## src/rtl/serial_adder_n_pkg.sv

```systemverilog
// Shared types and helpers for the serial adder/subtractor.
package serial_adder_n_pkg;

  typedef enum logic {
    ST_IDLE = 1'b0,
    ST_RUN  = 1'b1
  } state_e;

  // Step counter needs at least one bit even for a single-step configuration.
  function automatic int cnt_width(input int steps);
    return (steps <= 1) ? 1 : $clog2(steps);
  endfunction

endpackage

```

## src/rtl/fa_bit.sv

```systemverilog
// Gate-level full adder built from two half-adder stages and an OR.
module fa_bit (
  output logic sum,
  output logic cout,
  input  logic a,
  input  logic b,
  input  logic ci
);

  logic s1, c1, c2;

  assign s1   = a ^ b;
  assign c1   = a & b;
  assign sum  = s1 ^ ci;
  assign c2   = s1 & ci;
  assign cout = c1 | c2;

endmodule

```

## src/rtl/serial_adder_n.sv

```systemverilog
// Multi-cycle adder/subtractor: BITS_PER_CYCLE bits per clock through a ripple of fa_bit cells.
// Outputs are registered at completion and held until the next completed operation.
//
// state | meaning
// IDLE  | waiting for start; outputs hold last result
// RUN   | consuming operand slices LSB-first, one slice per clock
module serial_adder_n #(
  parameter int WIDTH          = 8,
  parameter int BITS_PER_CYCLE = 1
) (
  input  logic             clk,
  input  logic             rst_n,
  input  logic             start,
  input  logic             sub,
  input  logic             cin,
  input  logic [WIDTH-1:0] a,
  input  logic [WIDTH-1:0] b,
  output logic             busy,
  output logic             done,
  output logic [WIDTH-1:0] sum,
  output logic             cout,
  output logic             overflow
);
  import serial_adder_n_pkg::*;

  localparam int STEPS = WIDTH / BITS_PER_CYCLE;
  localparam int CW    = cnt_width(STEPS);

  if (WIDTH < 2 || BITS_PER_CYCLE < 1 || BITS_PER_CYCLE > WIDTH ||
      (WIDTH % BITS_PER_CYCLE) != 0) begin : g_bad_params
    $error("serial_adder_n: BITS_PER_CYCLE must divide WIDTH and WIDTH must be >= 2");
  end

  state_e                  state_q, state_d;
  logic [CW-1:0]           cnt_q, cnt_d;
  logic [WIDTH-1:0]        a_q, a_d, b_q, b_d;
  logic [WIDTH-1:0]        res_q, res_d, res_next;
  logic [WIDTH-1:0]        sum_q, sum_d;
  logic                    carry_q, carry_d;
  logic                    cout_q, cout_d;
  logic                    ovf_q, ovf_d;
  logic                    done_q, done_d;
  logic [BITS_PER_CYCLE:0] c_chain;
  logic [BITS_PER_CYCLE-1:0] slice;

  assign c_chain[0] = carry_q;

  for (genvar gi = 0; gi < BITS_PER_CYCLE; gi++) begin : g_fa
    fa_bit u_fa (
      .sum  (slice[gi]),
      .cout (c_chain[gi+1]),
      .a    (a_q[gi]),
      .b    (b_q[gi]),
      .ci   (c_chain[gi])
    );
  end

  // New slice enters from the MSB side, so after STEPS shifts bit 0 lands in place.
  assign res_next = WIDTH'({slice, res_q} >> BITS_PER_CYCLE);

  always_comb begin
    state_d = state_q;
    cnt_d   = cnt_q;
    a_d     = a_q;
    b_d     = b_q;
    res_d   = res_q;
    carry_d = carry_q;
    sum_d   = sum_q;
    cout_d  = cout_q;
    ovf_d   = ovf_q;
    done_d  = 1'b0;
    case (state_q)
      ST_IDLE: begin
        if (start) begin
          a_d     = a;
          b_d     = sub ? ~b : b;
          carry_d = sub | cin;
          res_d   = '0;
          cnt_d   = '0;
          state_d = ST_RUN;
        end
      end
      ST_RUN: begin
        a_d     = a_q >> BITS_PER_CYCLE;
        b_d     = b_q >> BITS_PER_CYCLE;
        res_d   = res_next;
        carry_d = c_chain[BITS_PER_CYCLE];
        cnt_d   = cnt_q + CW'(1);
        if (cnt_q == CW'(STEPS - 1)) begin
          sum_d   = res_next;
          cout_d  = c_chain[BITS_PER_CYCLE];
          ovf_d   = c_chain[BITS_PER_CYCLE] ^ c_chain[BITS_PER_CYCLE-1];
          done_d  = 1'b1;
          cnt_d   = '0;
          state_d = ST_IDLE;
        end
      end
      default: state_d = ST_IDLE;
    endcase
  end

  always_ff @(posedge clk or negedge rst_n) begin
    if (!rst_n) begin
      state_q <= ST_IDLE;
      cnt_q   <= '0;
      a_q     <= '0;
      b_q     <= '0;
      res_q   <= '0;
      carry_q <= 1'b0;
      sum_q   <= '0;
      cout_q  <= 1'b0;
      ovf_q   <= 1'b0;
      done_q  <= 1'b0;
    end else begin
      state_q <= state_d;
      cnt_q   <= cnt_d;
      a_q     <= a_d;
      b_q     <= b_d;
      res_q   <= res_d;
      carry_q <= carry_d;
      sum_q   <= sum_d;
      cout_q  <= cout_d;
      ovf_q   <= ovf_d;
      done_q  <= done_d;
    end
  end

  assign busy     = (state_q == ST_RUN);
  assign done     = done_q;
  assign sum      = sum_q;
  assign cout     = cout_q;
  assign overflow = ovf_q;

endmodule

```

## config.mk

```make
export PLATFORM = sky130hd
export DESIGN_NAME = serial_adder_n
export DESIGN_NICKNAME = d
export VERILOG_FILES = /design/src/rtl/serial_adder_n_pkg.sv /design/src/rtl/fa_bit.sv /design/src/rtl/serial_adder_n.sv
export SDC_FILE = /design/constraint.sdc
export NUM_CORES = 1
export LEC_CHECK = 0
export BUFFER_PORTS_ARGS = -buffer_cell sky130_fd_sc_hd__buf_2
export CORE_ASPECT_RATIO = 1.4
export CORE_UTILIZATION = 45
export CTS_CLUSTER_SIZE = 8
export DETAILED_ROUTE_END_ITERATION = 10
export PLACE_DENSITY = 0.7
export SETUP_SLACK_MARGIN = 0.15
export SLEW_MARGIN = 20
export SYNTH_ARGS = -nofsm -noshare
export SYNTH_HDL_FRONTEND = slang
export SYNTH_HIERARCHICAL = 1
export SYNTH_SLANG_ARGS = --single-unit
```

## constraint.sdc

```tcl
create_clock -name clk -period 1.4 [get_ports clk]
set_input_delay 0.42 -clock clk [delete_from_list [all_inputs] [get_ports clk]]
set_output_delay 0.42 -clock clk [all_outputs]
set_load 0.02 [all_outputs]
```

==> results_dict.tcl, run 1 <==
set metrics [dict create \
    io_pins 33 \
    crit_path_max_fanout 2 \
    worstReg2RegStart "a_q[0]" \
    dieArea_um2 4210 \
    dr_total_vias 1279 \
    layout-drive-gt1-share_pct 39.22 \
    initial_util_pct 47.94 \
    port_buffers 32 \
    final_max_slew_viol_count 0 \
    1st_pass_router_iterations 4 \
    reg2regPathDepth 3 \
    slowest_delay_ps 410 \
    global_route_wire_length_before_repair_um 5658 \
    syn-num-nets 173 \
    clk_transition_reported_paths_ps 70 \
    placement_rows 26 \
    fmax_ghz 0.7427 \
    area.growth.synth_to_final_pct 33.64 \
    arrival_ps 1520 \
    avgViaCountPerCell 5.199 \
    layout_commonest_cell "dfrtp_1" \
    layout.cell_area.non_filler_um2 2376 \
    postSynthAreaPerCell_um2 11.93 \
    numClockSinks 39 \
    static-leakage-power_nw 1.166 \
    cts-htree-levels 2 \
    fillerInstances 303 \
    post-route-util_pct 64.07 \
    grt_overflow_total 0 \
    cp.depth 3 \
    insertion_delay_ps 290 \
    ctsHoldBuffers 0 \
    holdWs_ps 76.32 \
    crit-reg2reg-capture "overflow" \
    final_cell_mix "38 x dfrtp_1, 21 x buf_4, 20 x nand2_1, 20 x buf_2, 14 x buf_6" \
    timing.critical_path.to "overflow" \
    gp_congestion 0.6939 \
    worst_pin_slew_ps 334.0 \
    grt_max_degree 40 \
    grt_util_all_layers_pct 18.66 \
    cap_viol_max_count 0 \
    hold_violations 0 \
    startpoint "a_q[0]" \
    worst_clock_skew_ps 4.908 \
    ir_drop_mv 1.380 \
    critical-path-top-delay-family "adder cells" \
    drc_errors 0 \
    place_hpwl_um 2235 \
    route.detailed.wl_per_inst_um 14.08 \
    setup_viol 0 \
    insertedDiodeCount 0 \
    yosys_register_bits 39 \
    synthesis.instances 149 \
    grt_setup_unrepaired "true" \
    cp-end-kind "flop" \
    antenna_violations_before_repair 0 \
    startpoint_type "flop" \
    worstPathBufferInverterCount 0 \
    ant_nets 0 \
    cts_made_buffers 5 \
    die_height_um 76.37 \
    cts_tree "built" \
    num-nets-final 227 \
    post_synth_instance_area_um2 1778 \
    design.core.area_um2 3709 \
    cp_slowest_cell "fa_2" \
    timing.slew.headroom_pct 77.65 \
    first_global_vias 1334 \
    crit_required_ps 1580 \
    ys_seq_area_share_pct 54.89 \
    outcome "complete, no violations" \
    finalWirelength_um 3463 \
    placement.cell_area_um2 2008 \
    yosys_warnings 6 \
    finalCritPeriodShare_pct 96.17 \
    timing.final.crit_period_ps 1346 \
    post_synth_num_cell_types 28 \
    pwr_density_cell_nw_per_um2 2162 \
    cell_by_cell_trace_of_the_critical_path "fa_2 > xor2_1 > mux2_4" \
    min_path_type "in -> async" \
    rrSetupSlack_ps 50 \
    worstSetupPathType "reg -> reg" \
    cts_max_path_buffers 2 \
    drt_iter0_markers 15 \
    clock_tree.root_cell "clkbuf_8" \
    die_width_um 55.13 \
]
-- timing repair --
item | CTS | global route
pin swaps | 4 | 4
buffers inserted | 11 | 8
resized for setup | 14 | 15
cloned | 1 | 0
setup endpoints to repair | 23 | 27
-- cell usage after synthesis, drive strengths merged --
library cell	count	share of area, %
a211oi	1	0.42
a221o	2	1.1
a22o	3	1.5
and2	2	0.70
buf	9	3.0
clkbuf	1	0.21
dfrtp	39	55
fa	1	1.1
ha	2	1.4
inv	1	0.21
mux2	10	8.2
mux2i	8	4.5
nand2	21	4.4
nand2b	9	3.2
nor2	4	0.84
nor2b	1	0.35
nor3b	1	0.42
o211ai	5	2.1
o21ai	13	3.7
o22ai	1	0.35
o31ai	1	0.42
or3b	5	2.5
xnor2	6	3.0
xor2	3	1.5
-- worst register-to-register path: stages (launching register included) --
cell and delay, ps:
dfrtp_1 400, fa_2 410, xor2_1 150, mux2_4 270
-- flip-flops by register name, summed over array words and instances, names as in the netlist --
signal and cells:
a_q 8, b_q 8, busy 1, carry_q 1, cnt_q 3, cout 1, done 1, overflow 1
res_q 7, sum 8
-- metal layers --
| layer | GRT usage, % | routed length [um] | up-vias |
|---|---|---|---|
| met2 | 32.29 | 1827 | 29 |
| met3 | 4.391 | 104 | 9 |
| li1 | - | - | 619 |
| met5 | 0 | 0 | - |
| met4 | 8.250 | 77 | 0 |
| met1 | 20.26 | 1453 | 622 |
-- report_power, final --
part,internal [W],switching [W],leakage (nW),total [W]
Sequential,0.00161,0.000337,0.496,0.00195
Combinational,0.00129,0.000931,0.608,0.00222
Clock,0.000576,0.000389,0.0612,0.000966
-- worst min-delay path by stage --
stage,from,end,cells past startpoint
global placement,rst_n,sum[7],2
CTS,rst_n,a_q[1],2
detailed placement,rst_n,done,2
global route,rst_n,a_q[1],2
finish,rst_n,a_q[1],2
floorplan,rst_n,a_q[0],0
-- area by class of cell --
class,instances,area (um^2),share of cell area [%]
sequential,39,977.2,41.13
inverter,1,3.754,0.1580
multi-input combinational,100,789.5,33.23
timing repair buffer,56,435.4,18.33
tap,42,52.55,2.212
clock inverter,2,35.03,1.474
clock buffer,6,82.58,3.476
-- through the flow --
step | setup TNS (ps) | cells | total power [W] | setup slack, ps
2_1_floorplan | 0 | 149 | 0.003090 | 59.45
3_3_place_gp | 0 | 218 | 0.003442 | 36.83
3_5_place_dp | -6.201 | 218 | 0.003540 | -6.201
4_1_cts | 0 | 238 | 0.004867 | 49.16
5_1_grt | 0 | 246 | 0.005472 | 22.25
6_report | 0 | 246 | 0.005138 | 53.63
-- kinds of logic after synthesis --
| group | share of synthesized area (%) |
|---|---|
| and+or+nand+nor | 12.39 |
| DFF | 54.89 |
| AOI/OAI and AO/OA | 9.572 |
| muxes | 12.74 |
| buffers and inverters | 3.448 |
| xor gates and xnor gates | 4.434 |
| adders and majority gates | 2.533 |
(Power assumes the default switching activity.)
==> inputs of run 2 (changes only) <==
- CORE_UTILIZATION: 45 -> 49
- PLACE_DENSITY: 0.7 -> 0.76
==> results_dict.tcl, run 2 (synthesis gave the netlist of run 1 again) <==
set metrics [dict create \
    outcome "complete, no violations" \
    intPower_w 0.003620 \
    seq_power_share_pct 36.7 \
    area.growth.synth_to_final_pct 38.71 \
    p_switching_w 0.001697 \
    static-leakage-power_nw 1.218 \
    setup_ws_ps 74.81 \
    dp_slack_ps -6.597 \
    drc_errors 0 \
    finalWirelength_um 3464 \
    clk_transition_reported_paths_ps 80 \
    initial_util_pct 52.15 \
    cts_made_buffers 5 \
    finalCritPeriodShare_pct 94.66 \
    insertion_delay_ps 290 \
    min_path_type "in -> async" \
    hold_violations 0 \
    avgViaCountPerCell 5.087 \
    num-nets-final 236 \
    cts_max_path_buffers 2 \
    grt_util_all_layers_pct 21.32 \
    holdWs_ps 83.16 \
    antenna_violations_before_repair 0 \
    place.detailed.instances 219 \
    timing.final.crit_period_ps 1325 \
    cap_viol_max_count 0 \
    gp_congestion 0.7332 \
    place_hpwl_um 2312 \
    insertedDiodeCount 0 \
    crit_path_max_fanout 2 \
    die_height_um 73.28 \
    io_pins 33 \
    fmax_ghz 0.7546 \
    layout_commonest_cell "dfrtp_1" \
    layout-drive-gt1-share_pct 42.72 \
    ir_drop_mv 1.555 \
    dieArea_um2 3877 \
    placement_rows 25 \
    startpoint_type "flop" \
    grt_overflow_total 0 \
    grt_setup_unrepaired "true" \
    cp-end-kind "flop" \
    first_global_vias 1355 \
    drt_iter0_markers 14 \
    combPwrFrac_pct 45.2 \
    timing.slew.headroom_pct 77.50 \
    ant_nets 0 \
    post-route-util_pct 72.33 \
    1st_pass_router_iterations 4 \
    worst_clock_skew_ps 10.25 \
    power.share.clock_pct 18.1 \
    numClockSinks 39 \
    worst_pin_slew_ps 336.2 \
    layout.cell_area.non_filler_um2 2466 \
    reg2regPathDepth 3 \
    pwr_density_cell_nw_per_um2 2156 \
    cts-htree-levels 2 \
    fillerInstances 235 \
    design.core.area_um2 3410 \
    arrival_ps 1500 \
    cts_tree "built" \
    grt_max_degree 40 \
    setup_viol 0 \
    final_max_slew_viol_count 0 \
    dr_total_vias 1287 \
    worstSetupPathType "reg -> reg" \
    die_width_um 52.91 \
    rrSetupSlack_ps 70 \
    route.detailed.wl_per_inst_um 13.69 \
    port_buffers 32 \
    clock_tree.root_cell "clkbuf_8" \
    global_route_wire_length_before_repair_um 5885 \
    placement.cell_area_um2 2028 \
    crit_required_ps 1580 \
    post_route_insts_no_fill 253 \
    switching_share_pct 31.92 \
    final_cell_mix "38 x dfrtp_1, 29 x buf_4, 20 x nand2_1, 20 x buf_2, 15 x buf_6" \
]
-- run 2: layout make-up --
cell class / instances / area, um^2 / area share, %
tap: 40 / 50.05 / 2.029
timing repair buffer: 65 / 506.7 / 20.55
inverter: 1 / 3.754 / 0.1522
clock buffer: 6 / 82.58 / 3.349
clock inverter: 2 / 35.03 / 1.421
multi-input combinational: 100 / 810.8 / 32.88
sequential: 39 / 977.2 / 39.62
-- run 2: timing repair --
action / CTS / global route
hold endpoints to repair: 0 / 0
hold buffers: 0 / 0
pin swaps: 3 / 13
endpoints found under the setup margin: 21 / 30
setup buffers: 15 / 10
resized for setup: 23 / 11
gates cloned: 1 / 0
-- run 2: power groups by stage --
stage               sequential, W  combinational, W  clock [W]
floorplan                 0.00207           0.00102          0
global placement          0.00192           0.00155          0
detailed placement        0.00196           0.00162          0
CTS                       0.00194           0.00213   0.000988
global route              0.00201           0.00263    0.00104
finish                    0.00195           0.00240   0.000960
-- run 2: path summary, 6_finish.rpt --
| kind | start | endpoint |
|---|---|---|
| worst max register to register | a_q[0] | overflow |
| max in group asynchronous | rst_n | busy |
| worst max-delay path | a_q[0] | overflow |
| min in group clk | b[7] | b_q[7] |
| worst min register to register | a_q[2] | a_q[1] |
| worst min-delay path | rst_n | res_q[5] |
-- run 2: metrics by stage --
| step | power [W] | TNS [ps] |
|---|---|---|
| 3_5_place_dp | 0.003583 | -6.597 |
| 4_1_cts | 0.005064 | 0 |
| 2_1_floorplan | 0.003090 | 0 |
| 6_report | 0.005318 | 0 |
| 5_1_grt | 0.005678 | 0 |
| 3_3_place_gp | 0.003470 | 0 |
-- run 2: critical path, cell delays in order, from the launching register on --
cell and delay (ps):
dfrtp_1 410, fa_2 400, xor2_1 140, mux2_4 260
-- run 2: layer usage --
| metal | vias to the layer above | global-route usage [%] | wire length, um |
|---|---|---|---|
| met5 | - | 0 | 0 |
| met4 | 0 | 10.53 | 82 |
| met3 | 9 | 6.004 | 135 |
| met2 | 33 | 38.96 | 1905 |
| met1 | 613 | 21.24 | 1340 |
| li1 | 632 | - | - |
==> inputs of run 3 (changes only) <==
- ABC_CLOCK_PERIOD_IN_PS: not set -> 1400
- REMOVE_ABC_BUFFERS: not set -> 1
==> results_dict.tcl, run 3 (synthesis gave the netlist of run 1 again) <==
set metrics [dict create \
    placement_rows 25 \
    initial_util_pct 52.15 \
    clock_tree.root_cell "clkbuf_8" \
    route.detailed.wl_per_inst_um 15.13 \
    worstSetupPathType "reg -> reg" \
    num-nets-final 230 \
    dieArea_um2 3877 \
    reg2regPathDepth 5 \
    outcome "complete, no violations" \
    design.core.area_um2 3410 \
    io_pins 33 \
    crit_path_max_fanout 6 \
    hold_violations 0 \
    worst_clock_skew_ps 8.893 \
    1st_pass_router_iterations 4 \
    cap_viol_max_count 0 \
    startpoint "cnt_q[1]" \
    final_cell_mix "38 x dfrtp_1, 21 x buf_2, 20 x nand2_1" \
    area.growth.synth_to_final_pct 41.45 \
    insertedDiodeCount 0 \
    arrival_ps 1570 \
    cts_max_path_buffers 2 \
    crit_required_ps 1570 \
    numClockSinks 39 \
    cp-end-kind "flop" \
    gp_congestion 0.7027 \
    place_hpwl_um 2281 \
    min_path_type "in -> async" \
    startpoint_type "flop" \
    cts-htree-levels 2 \
    worst_pin_slew_ps 253.4 \
    cts_tree "built" \
    final_max_slew_viol_count 0 \
    die_width_um 52.91 \
    grt_util_all_layers_pct 22.16 \
    finalWirelength_um 3738 \
    post_route_insts_no_fill 247 \
    insertion_delay_ps 290 \
    dr_total_vias 1295 \
    ant_nets 0 \
    first_global_vias 1294 \
    grt_setup_unrepaired "true" \
    ir_drop_mv 1.478 \
    antenna_violations_before_repair 0 \
    drt_iter0_markers 19 \
    layout-drive-gt1-share_pct 43.00 \
    grt_overflow_total 0 \
    die_height_um 73.28 \
    timing.final.crit_period_ps 1399 \
    setup_viol 0 \
    avgViaCountPerCell 5.243 \
    fmax_ghz 0.7150 \
    holdWs_ps 79.60 \
    clk_transition_reported_paths_ps 80 \
    static-leakage-power_nw 1.256 \
    grt_max_degree 40 \
    pwr_density_cell_nw_per_um2 2182 \
    timing.slew.headroom_pct 83.10 \
    layout_commonest_cell "dfrtp_1" \
    worstReg2RegStart "cnt_q[1]" \
    drc_errors 0 \
    place.detailed.instances 219 \
    global_route_wire_length_before_repair_um 6016 \
    finalCritPeriodShare_pct 99.90 \
    post-route-util_pct 73.76 \
    cts_made_buffers 5 \
    port_buffers 32 \
]
-- run 3: cell count changes in the layout (fill, tap and decap cells not counted), sizes merged --
cell,before,now
clkbuf,6,7
nand2,22,21
buf,65,58
bufbuf,0,1
-- run 3: through the flow --
step	power, W	TNS (ps)	area (um^2)	setup slack [ps]
finish	0.005487	0	2515	1.334
floorplan	0.002967	-11060	1720	-792.5
detailed placement	0.003595	-442.7	2028	-70.00
global route	0.005820	-114.3	2515	-19.71
CTS	0.005151	0	2384	1.551
global placement	0.003483	-51.75	2028	-35.14
-- run 3: cell type report --
type | instances | area (um^2)
multi-input cells | 99 | 795.8
inverters | 1 | 3.754
clock buffers | 6 | 82.58
fillers | 227 | 894.6
clock inverters | 2 | 35.03
well taps | 40 | 50.05
repair buffers | 60 | 570.5
flip-flops and latches | 39 | 977.2
-- run 3: per-layer routing --
metal | up-vias | global-route usage (%) | part of all wire (%)
met5 | - | 0 | 0
met4 | 0 | 6.140 | 1.5
met3 | 5 | 6.625 | 4.0
met2 | 30 | 38.12 | 55
met1 | 640 | 26.40 | 40
li1 | 620 | - | -
-- run 3: path summary, 6_finish.rpt --
path	endpoint	slack, ps
max in group asynchronous	busy	1110
hold reg to reg	a_q[1]	500
setup / recovery	sum[1]	1
min in group clk	a_q[7]	390
hold / removal	res_q[2]	80
setup reg to reg	sum[1]	1
-- run 3: critical path, stage by stage, from the launching register on --
cell     delay [ps]
dfrtp_1         390
ha_2            200
ha_4            170
nand2_4          90
buf_12          130
mux2_4          300
-- run 3: repair_timing --
item / 4_1_cts / 5_1_grt
setup endpoints to repair: 22 / 39
pin swaps: 3 / 12
gates cloned: 2 / 1
hold endpoints to repair: 0 / 0
gates resized for setup: 26 / 21
hold buffers: 0 / 0
buffers inserted: 13 / 4
-- run 3: report_power, final --
part	internal [W]	switching (W)	leakage [nW]
logic	0.00155	0.00100	0.698
registers	0.00161	0.000352	0.496
clock network	0.000577	0.000388	0.0612
total	0.00374	0.00174	1.26
